### config.mk
export PLATFORM = sky130hd
export DESIGN_NAME = idma_backend_arbiter_flat
export DESIGN_NICKNAME = d
export VERILOG_FILES = /design/src/rtl/idma_backend_arbiter_if.sv /design/src/rtl/idma_backend_arbiter.sv /design/src/flat_wrapper.sv
export SDC_FILE = /design/constraint.sdc
export NUM_CORES = 1
export LEC_CHECK = 0
export ABC_AREA = 1
export BUFFER_PORTS_ARGS = -buffer_cell sky130_fd_sc_hd__buf_2
export CORE_AREA = 5 5 307 309
export CTS_BUF_LIST = sky130_fd_sc_hd__clkbuf_8
export DETAILED_ROUTE_END_ITERATION = 8
export DIE_AREA = 0 0 312 314
export SYNTH_ARGS = -nofsm -noshare
export SYNTH_HDL_FRONTEND = slang
export SYNTH_SLANG_ARGS = --single-unit
export TNS_END_PERCENT = 5
### constraint.sdc
create_clock -name clk_i -period 3.3 [get_ports clk_i]
set_input_delay 0.165 -clock clk_i [delete_from_list [all_inputs] [get_ports clk_i]]
set_output_delay 0.165 -clock clk_i [all_outputs]
set_load 0.05 [all_outputs]
### src/rtl/idma_backend_arbiter_if.sv
// Handshake bundle between the frontends, the shared iDMA backend and the arbiter.
// The arbiter takes the slave modport; the surrounding system takes the master modport.
interface idma_backend_arbiter_if #(
  parameter int NumReq         = 4,
  parameter int ReqWidth       = 128,
  parameter int RspWidth       = 64,
  parameter int MaxOutstanding = 8
);
  localparam int CntW = $clog2(MaxOutstanding + 1);

  logic [NumReq*ReqWidth-1:0] req_i;
  logic [NumReq-1:0]          req_valid_i;
  logic [NumReq-1:0]          req_ready_o;
  logic [RspWidth-1:0]        rsp_o;
  logic [NumReq-1:0]          rsp_valid_o;
  logic [NumReq-1:0]          rsp_ready_i;
  logic [ReqWidth-1:0]        be_req_o;
  logic                       be_req_valid_o;
  logic                       be_req_ready_i;
  logic [RspWidth-1:0]        be_rsp_i;
  logic                       be_rsp_valid_i;
  logic                       be_rsp_ready_o;
  logic [CntW-1:0]            outstanding_o;
  logic                       busy_o;
  logic                       err_o;

  modport slave (
    input  req_i, req_valid_i, rsp_ready_i, be_req_ready_i, be_rsp_i, be_rsp_valid_i,
    output req_ready_o, rsp_o, rsp_valid_o, be_req_o, be_req_valid_o, be_rsp_ready_o,
           outstanding_o, busy_o, err_o
  );

  modport master (
    output req_i, req_valid_i, rsp_ready_i, be_req_ready_i, be_rsp_i, be_rsp_valid_i,
    input  req_ready_o, rsp_o, rsp_valid_o, be_req_o, be_req_valid_o, be_rsp_ready_o,
           outstanding_o, busy_o, err_o
  );
endinterface

### src/rtl/idma_backend_arbiter.sv
// Round-robin merge of NumReq frontends onto one iDMA backend; in-order responses are
// steered back to their requester through an owner FIFO.
//
// state     | meaning
// ST_FREE   | grant follows the round-robin search from rr_q
// ST_LOCKED | backend stalled a valid request; grant pinned to lock_idx_q
module idma_backend_arbiter #(
  parameter int NumReq         = 4,
  parameter int ReqWidth       = 128,
  parameter int RspWidth       = 64,
  parameter int MaxOutstanding = 8
) (
  input logic              clk_i,
  input logic              rst_i,
  idma_backend_arbiter_if.slave bus
);
  localparam int IdxW = $clog2(NumReq);
  localparam int PtrW = $clog2(MaxOutstanding);
  localparam int CntW = $clog2(MaxOutstanding + 1);

  typedef enum logic {ST_FREE, ST_LOCKED} lock_state_e;

  lock_state_e     state_q, state_d;
  logic [IdxW-1:0] rr_q, lock_idx_q;
  logic [IdxW-1:0] owner_q [MaxOutstanding];
  logic [PtrW-1:0] wr_ptr_q, rd_ptr_q;
  logic [CntW-1:0] count_q;
  logic            err_q;

  logic [IdxW-1:0] pick, grant, head, cand;
  logic            found, full, empty, be_req_valid, req_hs, rsp_hs, spurious;
  int              idx;

  assign full  = (count_q == CntW'(MaxOutstanding));
  assign empty = (count_q == '0);
  assign head  = owner_q[rd_ptr_q];

  always_comb begin
    pick  = rr_q;
    found = 1'b0;
    idx   = 0;
    cand  = '0;
    for (int i = 0; i < NumReq; i++) begin
      idx = int'(rr_q) + i;
      if (idx >= NumReq) idx = idx - NumReq;
      cand = IdxW'(idx);
      if (!found && bus.req_valid_i[cand]) begin
        pick  = cand;
        found = 1'b1;
      end
    end
  end

  assign grant = (state_q == ST_LOCKED) ? lock_idx_q : pick;

  // Outputs are held quiet while reset is asserted, not just after the next edge.
  always_comb begin
    be_req_valid       = !rst_i && !full && bus.req_valid_i[grant];
    req_hs             = be_req_valid && bus.be_req_ready_i;
    bus.be_req_valid_o = be_req_valid;
    bus.be_req_o       = bus.req_i[int'(grant)*ReqWidth +: ReqWidth];
    bus.req_ready_o    = '0;
    bus.req_ready_o[grant] = req_hs;
  end

  always_comb begin
    bus.rsp_o          = bus.be_rsp_i;
    bus.rsp_valid_o    = '0;
    bus.be_rsp_ready_o = 1'b1;
    rsp_hs             = 1'b0;
    spurious           = empty && bus.be_rsp_valid_i;
    if (!empty) begin
      bus.rsp_valid_o[head] = bus.be_rsp_valid_i;
      bus.be_rsp_ready_o    = bus.rsp_ready_i[head];
      rsp_hs                = bus.be_rsp_valid_i && bus.rsp_ready_i[head];
    end
  end

  assign bus.outstanding_o = count_q;
  assign bus.busy_o        = (count_q != '0) || be_req_valid;
  assign bus.err_o         = err_q;

  always_comb begin
    state_d = ST_FREE;
    if (be_req_valid && !bus.be_req_ready_i) state_d = ST_LOCKED;
  end

  always_ff @(posedge clk_i or posedge rst_i) begin
    if (rst_i) begin
      state_q    <= ST_FREE;
      lock_idx_q <= '0;
      rr_q       <= '0;
      wr_ptr_q   <= '0;
      rd_ptr_q   <= '0;
      count_q    <= '0;
      err_q      <= 1'b0;
    end else begin
      state_q <= state_d;
      if (state_d == ST_LOCKED) lock_idx_q <= grant;
      if (req_hs) begin
        rr_q     <= (grant == IdxW'(NumReq - 1)) ? '0 : grant + 1'b1;
        wr_ptr_q <= (wr_ptr_q == PtrW'(MaxOutstanding - 1)) ? '0 : wr_ptr_q + 1'b1;
      end
      if (rsp_hs) rd_ptr_q <= (rd_ptr_q == PtrW'(MaxOutstanding - 1)) ? '0 : rd_ptr_q + 1'b1;
      case ({req_hs, rsp_hs})
        2'b10:   count_q <= count_q + 1'b1;
        2'b01:   count_q <= count_q - 1'b1;
        default: count_q <= count_q;
      endcase
      if (spurious) err_q <= 1'b1;
    end
  end

  // Owner entries need no reset: the count alone decides which are live.
  always_ff @(posedge clk_i) begin
    if (req_hs) owner_q[wr_ptr_q] <= grant;
  end
endmodule

### src/flat_wrapper.sv
// flat-port wrapper written by rule: the top's interface ports become plain ports
module idma_backend_arbiter_flat 
#(
  parameter int NumReq         = 4,
  parameter int ReqWidth       = 128,
  parameter int RspWidth       = 64,
  parameter int MaxOutstanding = 8
)
  (clk_i, rst_i, bus_req_i, bus_req_valid_i, bus_rsp_ready_i, bus_be_req_ready_i, bus_be_rsp_i, bus_be_rsp_valid_i, bus_req_ready_o, bus_rsp_o, bus_rsp_valid_o, bus_be_req_o, bus_be_req_valid_o, bus_be_rsp_ready_o, bus_outstanding_o, bus_busy_o, bus_err_o);
  idma_backend_arbiter_if #(.NumReq(NumReq), .ReqWidth(ReqWidth), .RspWidth(RspWidth), .MaxOutstanding(MaxOutstanding)) bus_i ();
  input logic clk_i;
  input logic rst_i;
  input wire logic [$bits(bus_i.req_i)-1:0] bus_req_i;
  input wire logic [$bits(bus_i.req_valid_i)-1:0] bus_req_valid_i;
  input wire logic [$bits(bus_i.rsp_ready_i)-1:0] bus_rsp_ready_i;
  input wire logic [$bits(bus_i.be_req_ready_i)-1:0] bus_be_req_ready_i;
  input wire logic [$bits(bus_i.be_rsp_i)-1:0] bus_be_rsp_i;
  input wire logic [$bits(bus_i.be_rsp_valid_i)-1:0] bus_be_rsp_valid_i;
  output wire logic [$bits(bus_i.req_ready_o)-1:0] bus_req_ready_o;
  output wire logic [$bits(bus_i.rsp_o)-1:0] bus_rsp_o;
  output wire logic [$bits(bus_i.rsp_valid_o)-1:0] bus_rsp_valid_o;
  output wire logic [$bits(bus_i.be_req_o)-1:0] bus_be_req_o;
  output wire logic [$bits(bus_i.be_req_valid_o)-1:0] bus_be_req_valid_o;
  output wire logic [$bits(bus_i.be_rsp_ready_o)-1:0] bus_be_rsp_ready_o;
  output wire logic [$bits(bus_i.outstanding_o)-1:0] bus_outstanding_o;
  output wire logic [$bits(bus_i.busy_o)-1:0] bus_busy_o;
  output wire logic [$bits(bus_i.err_o)-1:0] bus_err_o;
  assign bus_i.req_i = bus_req_i;
  assign bus_i.req_valid_i = bus_req_valid_i;
  assign bus_i.rsp_ready_i = bus_rsp_ready_i;
  assign bus_i.be_req_ready_i = bus_be_req_ready_i;
  assign bus_i.be_rsp_i = bus_be_rsp_i;
  assign bus_i.be_rsp_valid_i = bus_be_rsp_valid_i;
  assign bus_req_ready_o = bus_i.req_ready_o;
  assign bus_rsp_o = bus_i.rsp_o;
  assign bus_rsp_valid_o = bus_i.rsp_valid_o;
  assign bus_be_req_o = bus_i.be_req_o;
  assign bus_be_req_valid_o = bus_i.be_req_valid_o;
  assign bus_be_rsp_ready_o = bus_i.be_rsp_ready_o;
  assign bus_outstanding_o = bus_i.outstanding_o;
  assign bus_busy_o = bus_i.busy_o;
  assign bus_err_o = bus_i.err_o;
  idma_backend_arbiter #(.NumReq(NumReq), .ReqWidth(ReqWidth), .RspWidth(RspWidth), .MaxOutstanding(MaxOutstanding)) u_core (.clk_i(clk_i), .rst_i(rst_i), .bus(bus_i));
endmodule
* Yosys cells after proc, flatten, opt, wreduce, memory -nomap -nowiden
Memory sizes are Yosys's and may differ from the RTL's.
Index checks and enable logic that the tools add are counted.
** Word-level totals
- Bits in registers :: 16
- Bits in writable memories :: 16
- Bits of input ports :: 588
- Output and inout port bits :: 208
- Logic and storage cells :: 100
- Memories :: 1
** Operators by class
- Add/sub/neg operators :: 12
- Order comparisons :: 12
- Equal/unequal tests :: 6
- Shift operators :: 1
- Mux-type cells :: 38
- Bitwise gates (word level) :: 2
- Reductions and logical operators :: 21
** Memory list
- u_core.owner_q :: words 8, width 2, rd ports 1, clocked after Yosys merged registers in 0, write ports 1, line idma_backend_arbiter.sv:25 : logic [IdxW-1:0] owner_q [MaxOutstanding];
** Operators with widths (number)
- indexed part select 512 x 10 -> 128 bit :: 1
- 2-to-1 mux 2 bit :: 10
- < comparator 2 x 3 -> 1 bit, second input constant :: 6
- 2-to-1 mux 1 bit :: 16
- binary-select mux 1 bit (select 2 bit) :: 6
- logical AND 1 bit :: 11
- greater-or-equal comparator 3 bit, second input constant :: 3
- AND 4 bit :: 2
- case mux 4 bit (2 select lines) :: 1
- subtractor 2 x 1 -> 2 bit, second input constant :: 4
- adder 2 x 2 -> 3 bit, second input constant :: 2
- adder 3 x 1 -> 3 bit, second input constant :: 2
- == test 3 bit, second input constant :: 2
- zero test 1 bit :: 6
- 2-to-1 mux 3 bit :: 2
- adder 4 x 1 -> 4 bit, second input constant :: 1
- demux 1 bit (select 2 bit) :: 2
- == test 2 bit, second input constant :: 2
- == test 4 bit, second input constant :: 1
- greater-or-equal comparator 2 x 1 -> 1 bit, second input constant :: 2
- zero test 4 bit :: 1
- 2-to-1 mux 4 bit :: 1
- nonzero test 4 bit :: 1
- subtractor 4 x 1 -> 4 bit, second input constant :: 1
- 6 further kinds :: 6

* Depth between registers and ports, before layout
- Depth after elaboration :: 21
- Mapped depth :: 26

* Worst setup path before layout
Ideal clock, no wire load.
- Path kind :: register to register
- Start :: register u_core.rr_q[1]
- End :: register u_core.count_q[3], in the netlist u_core.bus.outstanding_o[3]
- Library setup time :: 0.082 ns
- Data arrival time :: 2.836 ns
- Required time :: 3.218 ns
- Path slack :: 0.382 ns
- Cell stages (with the launch flop) :: 26
- Buffers on the path :: 2
- Clock period less this slack :: 2.918 ns
- Cells stage by stage :: dfrtp_1 -> buf_2 -> inv_2 -> nand2_1 -> nand2_1 -> nand2_1 -> nand2_1 -> nand2_2 -> inv_1 -> nand2_1 -> nand2_1 -> nand2_2 -> nand2_4 -> nand2_8 -> nand2_1 -> nand3_2 -> nand4_4 -> buf_6 -> ha_1 -> nor2_1 -> nor2_1 -> nand2_1 -> nor2_1 -> a31oi_1 -> a211oi_1 -> xor2_1
** On the way
- Cells in the longest elaborated chain, start to end :: 21
** RTL lines
- start, declared :: line idma_backend_arbiter.sv:24 : logic [IdxW-1:0] rr_q, lock_idx_q;
- start signal, assigned :: line idma_backend_arbiter.sv:101 : rr_q <= (grant == IdxW'(NumReq - 1)) ? '0 : grant + 1'b1;
- parallel branches: the longest is 13 deep, another holds adder 2 x 1 -> 3 bit
- 2-to-1 mux 2 bit (*) :: line idma_backend_arbiter.sv:47 : if (!found && bus.req_valid_i[cand]) begin
- 2-to-1 mux 2 bit (*) :: line idma_backend_arbiter.sv:54 : assign grant = (state_q == ST_LOCKED) ? lock_idx_q : pick;
- binary-select mux 1 bit (select 2 bit) (*) :: line idma_backend_arbiter.sv:58 : be_req_valid = !rst_i && !full && bus.req_valid_i[grant];
- 2-to-1 mux 1 bit (implied by the code) (*) :: line idma_backend_arbiter.sv:58
- logical AND 1 bit (*) :: line idma_backend_arbiter.sv:58
- logical AND 1 bit (*) :: line idma_backend_arbiter.sv:59 : req_hs = be_req_valid && bus.be_req_ready_i;
- == test 2 x 1 -> 1 bit / == test 2 bit (equally long branches) :: line idma_backend_arbiter.sv:105 : case ({req_hs, rsp_hs})
- case mux 4 bit (2 select lines) / nonzero test 2 bit (equally long branches)
- end signal, assigned :: line idma_backend_arbiter.sv:106 : 2'b10: count_q <= count_q + 1'b1;
- end signal, assigned :: line idma_backend_arbiter.sv:107 : 2'b01: count_q <= count_q - 1'b1;
- end signal, assigned :: line idma_backend_arbiter.sv:108 : default: count_q <= count_q;
- end, declared :: line idma_backend_arbiter.sv:27 : logic [CntW-1:0] count_q;
Mark *: on every way between the ends. The select of a mux whose other input is x is not followed.
A chain may end at the register's enable or synchronous reset.

* Worst setup path in the final report
- Start :: register u_core.rr_q[0]
- End :: output port bus_be_req_o[117]
** On the way
- Cells in the longest elaborated chain, start to end :: 16
** RTL lines
- parallel branches: the longest is 13 deep, another holds adder 2 x 1 -> 3 bit
- 2-to-1 mux 2 bit (*) :: line idma_backend_arbiter.sv:47
- 2-to-1 mux 2 bit (*) :: line idma_backend_arbiter.sv:54
- indexed part select 512 x 10 -> 128 bit (*) :: line idma_backend_arbiter.sv:61 : bus.be_req_o = bus.req_i[int'(grant)*ReqWidth +: ReqWidth];
- end, declared :: line flat_wrapper.sv:22 : output wire logic [$bits(bus_i.be_req_o)-1:0] bus_be_req_o;
Marked as above.

==> results by group <==
Floorplanning
  – # rows: 111
  – Core Area: 91100 sq um
  – Initial Utilization: under 10%
  – Die area: about 98000 sq um
  – Io pins: 796
  – Die height: roughly 310 um
  – Die Wd: 312 um

Logic synthesis
  – Sequential area share after synthesis: 14.3%
  – Simple-gate share of the synthesized area: 28.5%
  – Syn_nets: around 1700
  – Largest family of logic cells by synthesized area: compound AO/OA/AOI/OAI gates
  – Synth Area in Compound Gates: 36.3%
  – Main synth FF type: edfxtp_1
  – Mapped Area: roughly 6200 sq um
  – Post-Synth XOR/XNOR Area: 0.569%
  – Post-Synth Adder-Cell Area: 2.24%
  – Post-synth top area share: 17.5%
  – Synth cell types: 39
  – Post-synthesis mux area share: 0.183%
  – Number of synthesized flops with an enable pin: 16
  – Synth Instances: 1059
  – Synthesis-stage register bit count: 32
  – Top post-synthesis cells by area: nor2_1 18%, o21ai_0 17%, o22ai_1 13%
  – Avg Inst Size Synth: between 5 and 6 sq um
  – Leading area contributor after synthesis: nor2_1
  – Ys async rst share: 50.0%
  – Yosys Warn Count: 0

Cells and area
  – Final net count: between 2000 and 2500
  – Non-filler cells, final: 2834
  – Most common cell after layout, fill and taps aside: buf_2
  – Layout cells sized above 1: a little under half
  – Area grow syn2layout: 94.2%
  – Most frequent cells in the layout: 597 x buf_2, 285 x nor2_1, 203 x o21ai_0, 117 x o22ai_1, 83 x nand2_1

STA
  – Final setup fails: 0
  – Fin worst setup slack: 19.7 ps
  – Worst Tran Pin Value: 655 ps
  – RSZ-0062 raised after global routing: true
  – Min Tclk post-route: 3280 ps
  – Slew Limit Fails: 0
  – Fin Hold WS: -6.99 ps
  – Layout Skew: 6.29 ps
  – Final hold vios: 11
  – Crit share post-route: 99.4%
  – Slew HR: 56.3%
  – Setup TNS: 0 ps
  – Achievable Freq: ~300 MHz

Routing
  – Via Count: 10597
  – Final wirelength: 66000 um
  – Drt initial violations: ~730
  – Drt drc: 0
  – 1st-pass router iterations: 7
  – Post-DR vias/cell: 3.74
  – Antenna Nets Post-Route: 0
  – Wirelength per Cell: 23.3 um

Place
  – Hpwl dp: 56400 um
  – GPL Wtd Cong: 0.937
  – Place WS: 103 ps
  – # port buffers: 667
  – DP Cell Count: 2801

Global routing
  – First-pass GRT wire length: roughly 83000 um
  – Gr ovfl total: 0
  – Pin count of the biggest net entering global routing: 141
  – Initial antenna violation count: 80
  – Vias in the first global route: 9879
  – Overall routing resource usage: 12.0%

Setup path
  – Worst path bufs/invs: 4
  – CP peak stage delay: 470 ps
  – Startpoint type of the worst setup path: flop
  – Crit path kind: reg2out
  – CP Cell Sequence: inv_4 > nand2_1 > nand2_1 > nand2_1 > nand2_1 > nand3_1 > nand2_1 > nand2_1 > nand2_2 > nand2_4 > nand2_8 > clkinv_16 > buf_4 > nor2_1 > o22ai_1 > buf_12
  – Critical path arrival: 3120 ps
  – Critical path's top delay family: simple AND/OR/NAND/NOR gates
  – Required @ worst endpoint: 3130 ps
  – CP Capture Type: output port
  – CP max stage cell: dfrtp_2
  – Critical Path Most Common Cell: nand2_1
  – Worst-path fanout max: 26

CTS
  – Cts bufs inserted: 5
  – Clock slew at reported path FFs: around 70 ps
  – Bufs on Longest Clock Path: 2
  – Cell chosen for the clock root: clkbuf_8
  – CTS tree: built
  – # hold bufs at CTS: 0
  – Clk Latency, worst-skew pair: 280 ps
  – Clock Sinks: 32
  – H-Tree Level Count: 2

Job
  – Max_cap viols: 0

Run status
  – Status: finished, violations left
  – Failing checks: negative hold slack

Min path
  – Hold WC Path Type: in2async
## sequential cells by signal, summed over array words and instances, names as in the netlist
| name | count |
|---|---|
| u_core.state_q | 1 |
| u_core.lock_idx_q | 2 |
| u_core.bus.outstanding_o | 4 |
| u_core.rd_ptr_q | 3 |
| u_core.wr_ptr_q | 3 |
| u_core.bus.err_o | 1 |
| u_core.rr_q | 2 |
| u_core.owner_q | 16 |
## through the flow
step / hold slack [ps] / util (%) / instance area, sq um
3_5_place_dp: 327 / 12.6 / 11500
4_1_cts: 24.3 / 12.8 / 11600
3_3_place_gp: 329 / 12.6 / 11500
6_report: -6.99 / 13.1 / 11900
5_1_grt: 64.9 / 13.1 / 11900
2_1_floorplan: 78.7 / - / 6150
## final cells by class
class	instances	area [sq um]
fillers	10638	79200
clock buffers	5	68.8
clock inverters	3	38.8
flip-flops and latches	32	883
multi-input cells	843	4270
diodes	15	37.5
repair buffers	720	5030
well taps	1186	1480
inverters	30	141
## logic make-up after synthesis
logic type               Yosys count
AND/OR/NAND/NOR                  419
AO/OA/AOI/OAI                    408
buffers and inverters            184
flip-flops                        32
adder cells (fa/ha/maj)           11
XOR/XNOR                           4
multiplexers                       1
## worst reg2reg max path: cells and delay by family (launching register included)
kind            cells  cell delay, ps
xor+xnor            1             170
fa+ha+maj           1             240
buf+inv             2             170
simple gates       17            1800
flops               1             470
compound gates      2             240
## cell usage after synthesis, types with 2 or more instances
cell,n
inv_2,3
ha_1,11
edfxtp_1,16
buf_4,81
clkbuf_1,11
inv_1,26
nand2_2,5
nand3_2,2
nor2_1,287
nor2_4,10
nand4_1,2
o21ai_1,64
dfrtp_1,16
nand3_1,23
o211ai_1,3
o22ai_1,128
nand2_1,83
a31oi_1,2
nor3_1,2
buf_6,4
o21ai_0,205
xnor2_1,3
buf_2,56
## routing by layer
layer / vias to the layer above / share of wire, % / track usage (%)
met5: - / 0.45 / 0
met4: 46 / 2.2 / 1.68
met3: 155 / 16 / 7.89
met2: 814 / 44 / 19.4
met1: 4806 / 38 / 13.7
li1: 4776 / - / -
## path summary, 6_finish.rpt
kind | startpoint | endpoint | slack, ps | cells after the start
max in group asynchronous | rst_i | u_core.rr_q[1] | 2840 | 2
min | rst_i | u_core.rd_ptr_q[2] | -7 | 2
max reg2reg | u_core.rr_q[0] | u_core.bus.outstanding_o[3] | 150 | 23
min in group clk_i | bus_be_rsp_valid_i | u_core.bus.err_o | 120 | 2
min reg2reg | u_core.lock_idx_q[1] | u_core.lock_idx_q[1] | 480 | 2
max | u_core.rr_q[0] | bus_be_req_o[117] | 20 | 16
## repair_timing
action | 4_1_cts | 5_1_grt
gates resized for setup | 5 | 29
cloned | 0 | 4
endpoints found under the setup margin | 29 | 128
pin swaps | 0 | 3
setup buffers | 0 | 6
Power is left out: the tool's default activity adds up to more than one toggle a clock period on the data nets, which glitch-free logic cannot reach.
